$ cat config.mk
export PLATFORM = sky130hd
export DESIGN_NAME = tile_raster_scheduler
export DESIGN_NICKNAME = d
export VERILOG_FILES = /design/src/rtl/tile_raster_scheduler.sv
export SDC_FILE = /design/constraint.sdc
export NUM_CORES = 1
export LEC_CHECK = 0
export ABC_AREA = 1
export CAP_MARGIN = 5
export CORE_ASPECT_RATIO = 0.8
export CORE_UTILIZATION = 25
export DETAILED_ROUTE_END_ITERATION = 16
export SETUP_SLACK_MARGIN = 0.15
export SYNTH_ARGS = -nofsm -noshare
export SYNTH_HDL_FRONTEND = slang
export SYNTH_SLANG_ARGS = --single-unit
$ cat constraint.sdc
create_clock -name BOARD_CLK -period 3.6 [get_ports BOARD_CLK]
set_input_delay 0.54 -clock BOARD_CLK [delete_from_list [all_inputs] [get_ports BOARD_CLK]]
set_output_delay 0.54 -clock BOARD_CLK [all_outputs]
set_load 0.02 [all_outputs]
$ cat src/rtl/tile_raster_scheduler.sv
// tile_raster_scheduler: walks the tiles under a bounding box, ping-ponging two tile buffers between pixel_shader and the flush engine
module tile_raster_scheduler #(
  parameter int TILE_SHIFT = 3,
  parameter int SCREEN_W = 640,
  parameter int SCREEN_H = 480
) (
  input  logic       BOARD_CLK,
  input  logic       RESET_N,
  input  logic       frame_start,
  input  logic [9:0] box_x,
  input  logic [9:0] box_y,
  input  logic [9:0] box_w,
  input  logic [9:0] box_h,
  output logic       busy,
  output logic       frame_done,
  output logic       raster_start,
  input  logic       raster_done,
  output logic       raster_tile_id,
  output logic [9:0] tile_offset_x,
  output logic [9:0] tile_offset_y,
  output logic       flush_start,
  input  logic       flush_done,
  output logic       flush_tile_id,
  output logic [9:0] flush_offset_x,
  output logic [9:0] flush_offset_y
);
  localparam logic [9:0] TX_MAX = 10'(SCREEN_W / (1 << TILE_SHIFT) - 1);
  localparam logic [9:0] TY_MAX = 10'(SCREEN_H / (1 << TILE_SHIFT) - 1);
  typedef enum logic [2:0] {IDLE, SETUP, ISSUE, WAIT, ADVANCE, DRAIN, DONE} state_t;
  state_t state;
  logic [9:0] bx, by, bw, bh, cx, cy, tx0, ty0, tx1, ty1;
  logic [10:0] ex, ey;
  logic empty, flush_active, next_flush_buf, next_raster_buf;
  logic [1:0] buf_full;
  logic [19:0] rec_off [2];
  always_comb begin
    ex = ({1'b0, bx} + {1'b0, bw} - 11'd1) >> TILE_SHIFT;
    ey = ({1'b0, by} + {1'b0, bh} - 11'd1) >> TILE_SHIFT;
    tx0 = bx >> TILE_SHIFT;
    ty0 = by >> TILE_SHIFT;
    tx1 = ex > {1'b0, TX_MAX} ? TX_MAX : ex[9:0];
    ty1 = ey > {1'b0, TY_MAX} ? TY_MAX : ey[9:0];
    empty = bw == '0 || bh == '0 || bx >= 10'(SCREEN_W) || by >= 10'(SCREEN_H);
  end
  always_ff @(posedge BOARD_CLK or negedge RESET_N)
    if (!RESET_N) begin
      state <= IDLE;
      busy <= 1'b0;
      frame_done <= 1'b0;
      raster_start <= 1'b0;
      raster_tile_id <= 1'b0;
      tile_offset_x <= '0;
      tile_offset_y <= '0;
      flush_start <= 1'b0;
      flush_tile_id <= 1'b0;
      flush_offset_x <= '0;
      flush_offset_y <= '0;
      bx <= '0;
      by <= '0;
      bw <= '0;
      bh <= '0;
      cx <= '0;
      cy <= '0;
      buf_full <= '0;
      flush_active <= 1'b0;
      next_flush_buf <= 1'b0;
      next_raster_buf <= 1'b0;
      rec_off[0] <= '0;
      rec_off[1] <= '0;
    end else begin
      raster_start <= 1'b0;
      flush_start <= 1'b0;
      frame_done <= 1'b0;
      case (state)
        IDLE: if (frame_start) begin
          bx <= box_x;
          by <= box_y;
          bw <= box_w;
          bh <= box_h;
          busy <= 1'b1;
          state <= SETUP;
        end
        SETUP: begin
          cx <= tx0;
          cy <= ty0;
          next_raster_buf <= 1'b0;
          next_flush_buf <= 1'b0;
          frame_done <= empty;
          state <= empty ? DONE : ISSUE;
        end
        ISSUE: if (!buf_full[next_raster_buf] && !(flush_active && flush_tile_id == next_raster_buf)) begin
          raster_start <= 1'b1;
          raster_tile_id <= next_raster_buf;
          tile_offset_x <= cx << TILE_SHIFT;
          tile_offset_y <= cy << TILE_SHIFT;
          state <= WAIT;
        end
        WAIT: if (raster_done) begin
          buf_full[raster_tile_id] <= 1'b1;
          rec_off[raster_tile_id] <= {tile_offset_x, tile_offset_y};
          next_raster_buf <= ~next_raster_buf;
          state <= ADVANCE;
        end
        ADVANCE: begin
          if (cx < tx1) cx <= cx + 10'd1;
          else if (cy < ty1) begin
            cx <= tx0;
            cy <= cy + 10'd1;
          end
          state <= (cx < tx1 || cy < ty1) ? ISSUE : DRAIN;
        end
        DRAIN: if (buf_full == '0 && !flush_active) begin
          frame_done <= 1'b1;
          state <= DONE;
        end
        DONE: begin
          busy <= 1'b0;
          state <= IDLE;
        end
        default: state <= IDLE;
      endcase
      // flush channel runs alongside the tile walk; a freshly filled buffer is seen one cycle later
      if (state != IDLE) begin
        if (!flush_active && buf_full[next_flush_buf]) begin
          flush_start <= 1'b1;
          flush_tile_id <= next_flush_buf;
          {flush_offset_x, flush_offset_y} <= rec_off[next_flush_buf];
          flush_active <= 1'b1;
          next_flush_buf <= ~next_flush_buf;
        end
        if (flush_done && flush_active) begin
          flush_active <= 1'b0;
          buf_full[flush_tile_id] <= 1'b0;
        end
      end
    end
endmodule

Word level (Yosys, flattened, before mapping)
Index checks and enable logic that the tools add are counted.
- add/subtract/negate cells: 6
- $lt $le $gt $ge: 15
- eq/ne operators: 14
- multiplexer cells: 48
- bitwise logic cells: 7
- reduce and logical (&&, ||, !) cells: 34
- operators by type and width (cell ; number):
    two-way mux 20 bit ; 4
    bitwise mux 40 bit ; 1
    two-way mux 10 bit ; 4
    one-hot mux 10 bit (2 select lines) ; 2
    adder 10 x 10 -> 11 bit ; 2
    subtractor 11 x 1 -> 11 bit (second input constant) ; 2
    adder 10 x 1 -> 10 bit (second input constant) ; 2
    demux 20 bit (select 1 bit) ; 1
    zero test 10 bit ; 2
    < comparator 10 x 8 -> 1 bit ; 2
    two-way mux 1 bit ; 18
    two-way mux 3 bit ; 6
    one-hot mux 3 bit (6 select lines) ; 1
    two-way mux 8 bit ; 2
    AND reduction 2 bit ; 8
    inequality test 2 bit (second input constant) ; 6
    >= comparator 10 bit (second input constant) ; 1
    >= comparator 10 x 9 -> 1 bit (second input constant) ; 1
    == test 3 bit (second input constant) ; 3
    > comparator 8 x 6 -> 1 bit (second input constant) ; 1
    > comparator 8 x 7 -> 1 bit (second input constant) ; 1
    logical AND 1 bit ; 8
    < comparator 1 x 2 -> 1 bit (second input constant) ; 4
    two-way mux 2 bit ; 4
    other kinds (22) ; 38
- bits in registers: 148
- bits of input ports: 45
- output and inout port bits: 46
- logic and storage cells: 147

Logic depth before layout (Yosys ltp)
- depth after elaboration: 10
- depth in mapped cells: 30
- depth with buffers taken out: 29

Worst setup path after synthesis
No wires, ideal clock.
- kind: reg-to-reg
- start point: reg bx[6]
- end point: reg cx[3]
- setup time: 0.117 ns
- arrival: 3.094 ns
- required time: 3.483 ns
- path slack: 0.389 ns
- stages on the path, launching flop included: 25
- path buffers: 1
- cell sequence: dfrtp_1 inv_1 ha_1 inv_1 ha_1 nand2_1 inv_2 a21oi_1 nand3_1 nand2_1 nand2_1 nand2_2 nand2_1 a21oi_1 ha_1 a21oi_1 nor2_1 a211oi_1 o211a_1 nand3_4 buf_6 nand2_1 o21ai_1 nand2_1 nand2_1
- longest elaborated chain between the ends: 7
- RTL lines (what ; line ; RTL):
    start: declaration ; 31 ; logic [9:0] bx, by, bw, bh, cx, cy, tx0, ty0, tx1, ty1;
    start signal: assignment ; 76 ; bx <= box_x;
    adder 10 x 10 -> 11 bit ; 37 ; ex = ({1'b0, bx} + {1'b0, bw} - 11'd1) >> TILE_SHIFT;
    subtractor 11 x 1 -> 11 bit ; 37 ;
    > comparator 8 x 7 -> 1 bit ; 41 ; tx1 = ex > {1'b0, TX_MAX} ? TX_MAX : ex[9:0];
    two-way mux 8 bit ; 41 ;
    < comparator 10 x 8 -> 1 bit ; 105 ; if (cx < tx1) cx <= cx + 10'd1;
    two-way mux 10 bit / inequality test 3 bit (equally long branches) ; - ;
    one-hot mux 10 bit (2 select lines) / AND reduction 2 bit (equally long branches) ; - ;
    end signal: assignment ; 84 ; cx <= tx0;
    end signal: assignment ; 105 ;
    end signal: assignment ; 107 ; cx <= tx0;
    end: declaration ; 31 ;
Several ways; a longest one is shown, not always the timed one. The select of a mux whose other input is x is not followed.
A chain may end at the register's enable or synchronous reset.

Worst setup path after layout
- start point: reg bw[5]
- end point: reg cy[9]
- longest elaborated chain between the ends: 7
- RTL lines (what ; line ; RTL):
    start: declaration ; 31 ;
    start signal: assignment ; 78 ; bw <= box_w;
    adder 10 x 10 -> 11 bit (*) ; 37 ;
    subtractor 11 x 1 -> 11 bit (*) ; 37 ;
    > comparator 8 x 7 -> 1 bit ; 41 ;
    two-way mux 8 bit (*) ; 41 ;
    < comparator 10 x 8 -> 1 bit (*) ; 105 ;
    inequality test 2 bit (no source line) (*) ; - ;
    AND reduction 3 bit (no source line) (*) ; - ;
    end signal: assignment ; 85 ; cy <= ty0;
    end signal: assignment ; 108 ; cy <= cy + 10'd1;
    end: declaration ; 31 ;
Every way passes the cells marked *; elsewhere a longest branch is shown, timed or not.

==> run summary <==
CTS tree = done
Synth warnings = 0
Worst Reg-to-Reg Cells = 26
met3 WL = 975 microns
CTS Hold Bufs = 0
Top Layer Used = met4
Clock Skew = 7.659 ps
CTS Sinks = 130
die area = 30960 sq um
outcome = completed
Antenna Violating Nets Remaining = 0
CTS max path bufs = 2
Final Setup Violations = 0
DIE HEIGHT = 157.6 microns
storage element area = 3253 sq um
leading area contributor after synthesis = dfrtp_1
max-slew violations = 0
setup TNS = 0 ps
sequential-to-total area share from yosys stat = 43.01%
share of cells above drive strength 1 = 22.01%
GRT Total Usage = 12.85%
Die W = 196.5 microns
grt ovf = 0
synthesized flop and latch total = 130
RR Endpoint = cy[9]
vias post-DR = 6615
FILL cells = 3033
kind of critical path = reg -> reg
CP Data Required Time = 3910 ps
worst-path maximum fanout = 7
Antenna diodes = 0
Total Nets Final = 1204
Remaining DRCs = 0
area share of the largest cell type after synthesis = 43.01%
CTS buffer count = 17
Critical Path Sink Type = flip-flop
clk root buf = clkbuf_16
RSZ-0062 raised after global routing = yes
Synth cell types = 40
worst hold path class = in -> async
H-tree lvl count = 4
Row Count = 56
reg2reg start = bw[5]
largest net degree at the start of global routing = 64
Syn Area/Cell = 7.679 sq um
Worst slew margin = 37.44%
min Tclk post-route = 3440 ps
worst reg2reg setup slack = 160 ps
vias in the first global route = 6100
CTS clk-pin slew, worst paths = 60 ps
synthesized netlist cell count = 985
Hold Fails Final Rpt = 0
commonest non-fill, non-tap cell in the layout = nand2_1
Area Growth Syn to Fin = 35.42%
wire length on met2 = 8121 microns
Avg WL per Cell = 12.83 microns
I/O pin count = 91
multi-input combinational cell area = 4084 sq um
drt first-iter violations = 556
DP Wirelength = 13730 microns
GPL Wtd Cong = 0.8450
Starting Density = 25.64%
most frequent cells in the layout = nand2_1 (173), dfrtp_1 (130), inv_1 (125)
Pre-antenna DRT Iters = 5
port buffer count = 78
most area-consuming cells after synthesis = dfrtp_1 (43%), nand2_1 (11%), ha_1 (8.3%)
max_cap viols = 0
post-route clock period utilization = 95.55%
first-pass GRT wire length = 31460 microns
netlist area before placement = 7564 sq um
final WL = 19610 microns
Skew-Pair Late Insertion Delay = 420 ps
crit path DAT = 3750 ps
Core Region = 29500 sq um
Achievable Freq = 290.7 MHz
initial antenna violation count = 0
WL met1 = 10400 microns
Via density = 4.329
crit path launch type = flip-flop
Worst Max-Slew Pin Slew = 937.3 ps
area by class of cell:
| cell class | instances | share of cell area, % |
|---|---|---|
| Multi-Input combinational cell | 668 | 39.87 |
| Sequential cell | 130 | 31.76 |
| Timing Repair Buffer | 129 | 11.64 |
| Inverter | 163 | 5.974 |
| Tap cell | 406 | 4.960 |
| Clock buffer | 19 | 4.324 |
| Clock inverter | 13 | 1.466 |
flip-flops by register name, summed over array words and instances, names as in the netlist:
name             flops
bx                  10
flush_active         1
raster_start         1
buf_full             2
state                3
next_raster_buf      1
flush_offset_y       7
next_flush_buf       1
bw                  10
frame_done           1
tile_offset_y        7
flush_tile_id        1
tile_offset_x        7
cy                  10
by                  10
busy                 1
flush_offset_x       7
raster_tile_id       1
cx                  10
bh                  10
rec_off             28
flush_start          1
Yosys cell counts (all sizes together):
cell	number
a211oi	1
a21oi	57
a31oi	2
a41oi	1
and2	1
buf	18
clkbuf	23
conb	2
dfrtp	130
ha	50
inv	163
nand2	237
nand3	44
nand4	17
nor2	103
nor3	13
nor3b	1
nor4	6
o211a	1
o211ai	2
o21ai	73
o21bai	2
o31ai	15
or2	5
or3	1
xnor2	5
xor2	12
cell families (layout without fill, tap and decap cells):
group           count (synthesis)  in the layout  share of synthesized area (%)
flops                         130            130                          43.01
compound gates                154            154                          11.05
simple gates                  428            432                          24.55
xor+xnor                       17             17                          1.969
buf+inv                       204            324                          11.05
fa+ha+maj                      50             50                          8.271
other cells                     2             15                        0.09929
worst max path at each step:
stage | startpoint | endpoint | slack, ps | cells after the start
after floorplan | bx[6] | cx[3] | 390 | 24
after global placement | bx[6] | cx[7] | -9 | 21
after detailed placement | bx[6] | cx[7] | -90 | 21
after CTS | bx[2] | cx[3] | 140 | 28
after global routing | bw[5] | cy[9] | -20 | 25
final | bw[5] | cy[9] | 160 | 26
routing by layer:
metal,global-route usage [%],up-vias
li1,-,3392
met1,19.66,3051
met2,18.02,161
met3,2.748,11
met4,2.976,0
met5,0,-
critical path: stages, from the launching register on:
cell      delay, ps
dfrtp_1         360
inv_2            60
ha_4            260
inv_2            40
ha_4            280
nand2_1          60
nand2_1          60
inv_2            40
nor2_1          120
nor2_2           70
nand2_2          70
nand2_2          60
nand2_2          70
nand2_2          50
nand2_2          80
nand2_2          80
inv_2            70
nand3_1          80
ha_1            300
nand2_2          70
nor2_2          110
a211oi_2         40
o211a_1         250
buf_6           150
nand3_4         140
nand3_2         170
and2_1          180
per-stage QoR:
stage,hold slack [ps],util (%),cells,setup slack [ps],cell area [sq um]
4_1_cts,250.4,33.00,1508,144.5,9736
5_1_grt,274.4,34.72,1528,-21.56,10240
3_3_place_gp,464.3,29.97,1461,-9.198,8840
2_1_floorplan,244.4,-,998,389.1,7612
3_5_place_dp,469.6,29.97,1461,-90.73,8840
6_report,208.7,34.72,1528,160.3,10240
repair_timing:
action | CTS | global route
resized for setup | 35 | 105
endpoints found under the setup margin | 23 | 23
pin swaps | 20 | 44
endpoints found under the hold margin | 0 | 0
buffers inserted | 12 | 19
gates cloned | 3 | 1
Power is left out: the tool's default activity adds up to more than one toggle a clock period on the data nets, which glitch-free logic cannot reach.
